[src/rtl/next_pc_predictor_pkg.sv]
// Shared types for the fetch-stage next-PC predictor.
// Counter encodings, FSM states and the saturating update helper.
package predictor_types;

    typedef logic [1:0] counter_t;

    localparam counter_t SNT = 2'b00;
    localparam counter_t WNT = 2'b01;
    localparam counter_t WT  = 2'b10;
    localparam counter_t ST  = 2'b11;

    typedef enum logic [1:0] {
        LOOKUP = 2'd0,
        READY  = 2'd1,
        DRAIN  = 2'd2
    } fetch_state_t;

    function automatic counter_t sat_update(input counter_t c,
                                            input logic taken);
        counter_t r;
        if (taken) r = (c == ST) ? ST : c + 2'b01;
        else       r = (c == SNT) ? SNT : c - 2'b01;
        return r;
    endfunction

endpackage

[src/rtl/next_pc_predictor_pht.sv]
// Pattern history table of 2-bit saturating counters.
// Combinational read, synchronous training write; no read bypass.
module pht
    import predictor_types::*;
#(
    parameter int IDX_BITS = 6
) (
    input  logic                clk,
    input  logic                rst,
    input  logic [IDX_BITS-1:0] rd_idx,
    output counter_t            rd_ctr,
    input  logic                we,
    input  logic [IDX_BITS-1:0] wr_idx,
    input  logic                wr_taken
);

    counter_t ctr [2**IDX_BITS];

    always_ff @(posedge clk) begin
        if (rst) begin
            for (int i = 0; i < 2**IDX_BITS; i++) begin
                ctr[i] <= WNT;
            end
        end else if (we) begin
            ctr[wr_idx] <= sat_update(ctr[wr_idx], wr_taken);
        end
    end

    assign rd_ctr = ctr[rd_idx];

endmodule

[src/rtl/next_pc_predictor.sv]
// Fetch-stage next-PC unit: drives BTB lookups, combines the BTB
// target with PHT direction, and applies EX training and redirects.
module next_pc_predictor
    import predictor_types::*;
#(
    parameter int          PHT_IDX_BITS = 6,
    parameter logic [31:0] RESET_PC     = 32'h00000060
) (
    input  logic        clk,
    input  logic        rst,
    input  logic        stall,
    output logic [31:0] fetch_pc,
    output logic        pred_valid,
    output logic        pred_taken,
    output logic [31:0] pred_target,
    output logic        btb_read,
    output logic [31:0] btb_pc,
    input  logic [31:0] btb_target,
    input  logic        btb_resp,
    input  logic        ex_update,
    input  logic [31:0] ex_pc,
    input  logic        ex_taken,
    input  logic        ex_redirect,
    input  logic [31:0] ex_redirect_pc
);

    fetch_state_t state;
    logic [31:0]  lookup_pc;
    counter_t     rd_ctr;
    logic         dir;
    logic [31:0]  drain_pc;

    pht #(.IDX_BITS(PHT_IDX_BITS)) u_pht (
        .clk      (clk),
        .rst      (rst),
        .rd_idx   (fetch_pc[PHT_IDX_BITS+1:2]),
        .rd_ctr   (rd_ctr),
        .we       (ex_update),
        .wr_idx   (ex_pc[PHT_IDX_BITS+1:2]),
        .wr_taken (ex_taken)
    );

    assign dir      = rd_ctr[1];
    assign btb_read = (state != READY);
    assign btb_pc   = lookup_pc;
    // A redirect landing on the drain's final cycle must restart there
    assign drain_pc = ex_redirect ? ex_redirect_pc : fetch_pc;

    always_ff @(posedge clk) begin
        if (rst) begin
            state       <= LOOKUP;
            fetch_pc    <= RESET_PC;
            lookup_pc   <= RESET_PC;
            pred_valid  <= 1'b0;
            pred_taken  <= 1'b0;
            pred_target <= 32'd0;
        end else begin
            unique case (state)
                LOOKUP: begin
                    if (ex_redirect) begin
                        fetch_pc   <= ex_redirect_pc;
                        pred_valid <= 1'b0;
                        if (btb_resp) begin
                            lookup_pc <= ex_redirect_pc;
                            state     <= LOOKUP;
                        end else begin
                            state <= DRAIN;
                        end
                    end else if (btb_resp) begin
                        pred_taken  <= dir;
                        pred_target <= dir ? btb_target : fetch_pc + 32'd4;
                        pred_valid  <= 1'b1;
                        state       <= READY;
                    end
                end
                READY: begin
                    if (ex_redirect) begin
                        fetch_pc   <= ex_redirect_pc;
                        lookup_pc  <= ex_redirect_pc;
                        pred_valid <= 1'b0;
                        state      <= LOOKUP;
                    end else if (!stall) begin
                        fetch_pc   <= pred_target;
                        lookup_pc  <= pred_target;
                        pred_valid <= 1'b0;
                        state      <= LOOKUP;
                    end
                end
                DRAIN: begin
                    fetch_pc   <= drain_pc;
                    pred_valid <= 1'b0;
                    if (btb_resp) begin
                        lookup_pc <= drain_pc;
                        state     <= LOOKUP;
                    end
                end
                default: begin
                    state <= LOOKUP;
                end
            endcase
        end
    end

endmodule
[config.mk]
export PLATFORM = sky130hd
export DESIGN_NAME = next_pc_predictor
export DESIGN_NICKNAME = d
export VERILOG_FILES = /design/src/rtl/next_pc_predictor_pkg.sv /design/src/rtl/next_pc_predictor_pht.sv /design/src/rtl/next_pc_predictor.sv
export SDC_FILE = /design/constraint.sdc
export NUM_CORES = 1
export LEC_CHECK = 0
export BUFFER_PORTS_ARGS = -buffer_cell sky130_fd_sc_hd__clkbuf_2
export CORE_UTILIZATION = 45
export CTS_CLUSTER_DIAMETER = 30
export DETAILED_ROUTE_END_ITERATION = 7
export MAX_ROUTING_LAYER = met4
export PLACE_DENSITY = 0.66
export SLEW_MARGIN = 20
export SYNTH_ARGS = -nofsm -noshare
export SYNTH_HDL_FRONTEND = slang
export SYNTH_SLANG_ARGS = --single-unit
[constraint.sdc]
create_clock -name clk -period 2.7 [get_ports clk]
set_input_delay 0.135 -clock clk [delete_from_list [all_inputs] [get_ports clk]]
set_output_delay 0.135 -clock clk [all_outputs]
set_load 0.02 [all_outputs]
==> impl_metrics.env <==
export IMPL_status="finished, final reports clean"
export IMPL_avgRoutedWirePerCell_um=21.92
export IMPL_synth_edf_count=128
export IMPL_crit_path_start_kind="register"
export IMPL_final_common_cell="clkbuf_2"
export IMPL_finalSetupViolCount=0
export IMPL_total_power_mw=13.31
export IMPL_portBuffers=175
export IMPL_antenna_found_initial=0
export IMPL_synthCells=1269
export IMPL_finalWirelength_mm=43.54
export IMPL_synth_warnings=0
export IMPL_die_height_um=169.8
export IMPL_cpMostUsedCell="buf_12"
export IMPL_grt_use_total_pct=30.29
export IMPL_grt_max_degree=72
export IMPL_path_clk_slew_ns=0.05
export IMPL_ys_async_sr_fraction_pct=0
export IMPL_ff2ff_path_depth=9
export IMPL_drv_slew=0
export IMPL_r2r_slack_ns=0.06
export IMPL_final_cell_mix="clkbuf_2 (175), nor2_1 (133), edfxtp_1 (128)"
export IMPL_synth_simple_area_share_pct=15.40
export IMPL_grt_pass1_wl_mm=65.46
export IMPL_syn_area_um2=12670
export IMPL_syn_avg_cell_area_um2=9.984
export IMPL_die_width_um=169.8
export IMPL_post_route_period_util_pct=97.69
export IMPL_crit_path_end_kind="register"
export IMPL_cp_arrival_ns=3.04
export IMPL_cts_sinks=234
export IMPL_ys_ff_latch=234
export IMPL_setup_ws_ns=0.06239
export IMPL_setup_tns_ns=0
export IMPL_numCtsBuffers=55
export IMPL_path_depth=9
export IMPL_nets=1671
export IMPL_drt_pass1_iter_count=6
export IMPL_worstSetupEndpoint="pred_target[23]"
export IMPL_layout_drive_gt1_share_pct=29.66
export IMPL_fp_row_count=61
export IMPL_holdCritPathClass="primary input to register"
export IMPL_synth_compound_area_share_pct=17.21
export IMPL_reg2reg_to="pred_target[23]"
export IMPL_skew_ns=0.01858
export IMPL_p_per_area_nw_per_um2=776.7
export IMPL_drcViolationCount=0
export IMPL_fill_cells=2196
export IMPL_core_um2=27710
export IMPL_cp_max_fo=15
export IMPL_ys_types=62
export IMPL_crit_type="register to register"
export IMPL_p_leak_nw=6.587
export IMPL_via_per_inst=6.069
export IMPL_antenna_cells=0
export IMPL_overflow=0
export IMPL_min_period_ns=2.638
export IMPL_first_global_vias=11690
export IMPL_route_vias_total=12050
export IMPL_antenna_left=0
export IMPL_synthFlopType="edfxtp_1"
export IMPL_tightest_slew_ns=0.8614
export IMPL_placement_setup_worst_slack_ns=-0.1522
export IMPL_areaGrowthSynthToFinish_pct=35.29
export IMPL_drtIter0Drc=1252
export IMPL_synth_mux_area_share_pct=12.20
export IMPL_dieArea_um2=28830
export IMPL_place_gp_congestion=0.9339
export IMPL_root_buffer="clkbuf_16"
export IMPL_hold_viol=0
export IMPL_io_pins=202
export IMPL_crit_slowest_cell="mux4_2"
export IMPL_cts_max_path_buffers=3
export IMPL_cp_required_ns=3.11
export IMPL_max_cap_violations=0
export IMPL_path_delay_family="multiplexers"
export IMPL_relSlewSlack_pct=42.57
export IMPL_clock_fmax_ghz=0.3791
export IMPL_hold_ws_ns=0.04121
export IMPL_synth_xor_area_share_pct=1.936
export IMPL_synth_fp_nets=1378
export IMPL_synth_top_family_by_area="compound AO/OA/AOI/OAI gates"
export IMPL_place_detailed_hpwl_mm=27.96
export IMPL_htreeDepth=2
export IMPL_slowest_delay_ns=0.52
export IMPL_ir_drop_mv=0.6355
export IMPL_path_cells="buf_12 > mux4_2 > mux2_2 > a221oi_2 > o32ai_4 > buf_12 > buf_4 > mux2i_1 > o21ai_1"
export IMPL_initial_utilization_pct=45.73
export IMPL_ys_seq_area_share_pct=47.09
export IMPL_tritoncts="yes"
export IMPL_cp_buffers_inverters=3
export IMPL_insertion_delay_ns=0.56
export IMPL_synth_adder_area_share_pct=0.7703
## registers in the layout, summed over array words and instances (netlist names), named ones only
name / count
fetch_pc: 32
pred_taken: 1
pred_valid: 1
btb_pc: 32
pred_target: 32
state: 2
u_pht.ctr: 128
## tightest hold or removal path: cells and delay by family
| kind | cells | cell delay (ns) |
|---|---|---|
| buffers and inverters | 1 | 0.11 |
| AO/OA/AOI/OAI | 2 | 0.27 |
## report_power, final
group	total [mW]	internal (mW)	switching [mW]	leakage, nW
Clock	6.90	4.75	2.15	0.927
Combinational	2.25	0.960	1.29	3.64
Sequential	4.17	3.96	0.206	2.02
## cells in the mapped netlist (4+ instances only)
master | instances | area [um2]
nor2_1 | 137 | 514.2
edfxtp_1 | 128 | 3844
nand2_1 | 124 | 465.5
dfxtp_1 | 106 | 2122
clkbuf_1 | 79 | 296.5
o21ai_0 | 74 | 370.4
a211oi_1 | 67 | 503.0
nand3_1 | 66 | 330.3
mux2i_1 | 58 | 580.6
nor3_1 | 45 | 225.2
a22oi_1 | 40 | 300.3
mux2_2 | 37 | 416.7
a22o_1 | 36 | 315.3
o22ai_1 | 35 | 219.0
mux4_2 | 23 | 518.0
xnor2_1 | 20 | 175.2
o21ai_1 | 16 | 80.08
a21oi_1 | 14 | 70.07
buf_2 | 13 | 65.06
buf_6 | 12 | 135.1
buf_4 | 11 | 82.58
and3_1 | 10 | 62.56
inv_1 | 10 | 37.54
a221oi_1 | 8 | 70.07
nor2b_1 | 8 | 50.05
xor2_1 | 8 | 70.07
and2_1 | 7 | 43.79
ha_1 | 6 | 75.07
nand4_1 | 6 | 37.54
nand3_2 | 5 | 50.05
o211ai_1 | 5 | 37.54
and4_1 | 4 | 35.03
buf_1 | 4 | 15.01
## per-stage QoR
stage / util (%) / cell area (um2) / instances
final: 61.87 / 17140 / 1986
after CTS: 61.11 / 16930 / 1971
after global placement: 51.83 / 14360 / 1805
after floorplan: - / 12670 / 1269
after detailed placement: 51.83 / 14360 / 1805
after global routing: 61.87 / 17140 / 1986
## worst min-delay path by stage
| stage | slack (ns) | endpoint | depth (start not counted) | from |
|---|---|---|---|---|
| detailed placement | 0.42 | pred_target[19] | 3 | btb_target[19] |
| global route | 0.03 | fetch_pc[6] | 3 | ex_redirect_pc[6] |
| finish | 0.04 | fetch_pc[2] | 3 | ex_redirect_pc[2] |
| CTS | 0.01 | register | 3 | ex_redirect_pc[2] |
| global placement | 0.40 | pred_target[19] | 3 | btb_target[19] |
| floorplan | 0.31 | pred_target[12] | 2 | btb_target[12] |
## kinds of logic after synthesis
kind of cell | count (synthesis)
adder cells (fa/ha/maj) | 8
AO/OA/AOI/OAI | 316
buffers and inverters | 134
multiplexers | 120
AND/OR/NAND/NOR | 429
XOR/XNOR | 28
flip-flops | 234
## routing by layer
layer,global-route usage (%),vias up,share of wire [%]
met5,-,-,0
met4,13.91,0,4.1
met3,6.110,136,9.4
met2,48.47,709,47
met1,36.82,5825,39
li1,-,5384,-
## area by class of cell
type                    count  area, um2  share of cell area [%]
multi-input cells         901       6070                   35.41
flip-flops and latches    234       5967                   34.81
repair buffers            358       2653                   15.47
clock buffers              65       1435                   8.372
clock inverters            38      499.2                   2.912
well taps                 378      473.0                   2.759
inverters                  12      45.04                  0.2628
## timing repair
action,4_1_cts,5_1_grt
endpoints found under the hold margin,84,0
gates resized for setup,2,8
hold buffers,63,0
setup buffers,0,11
gates cloned,0,4
setup endpoints to repair,16,42
pin swaps,0,4
No activity file was read; power rests on OpenSTA's default activity.
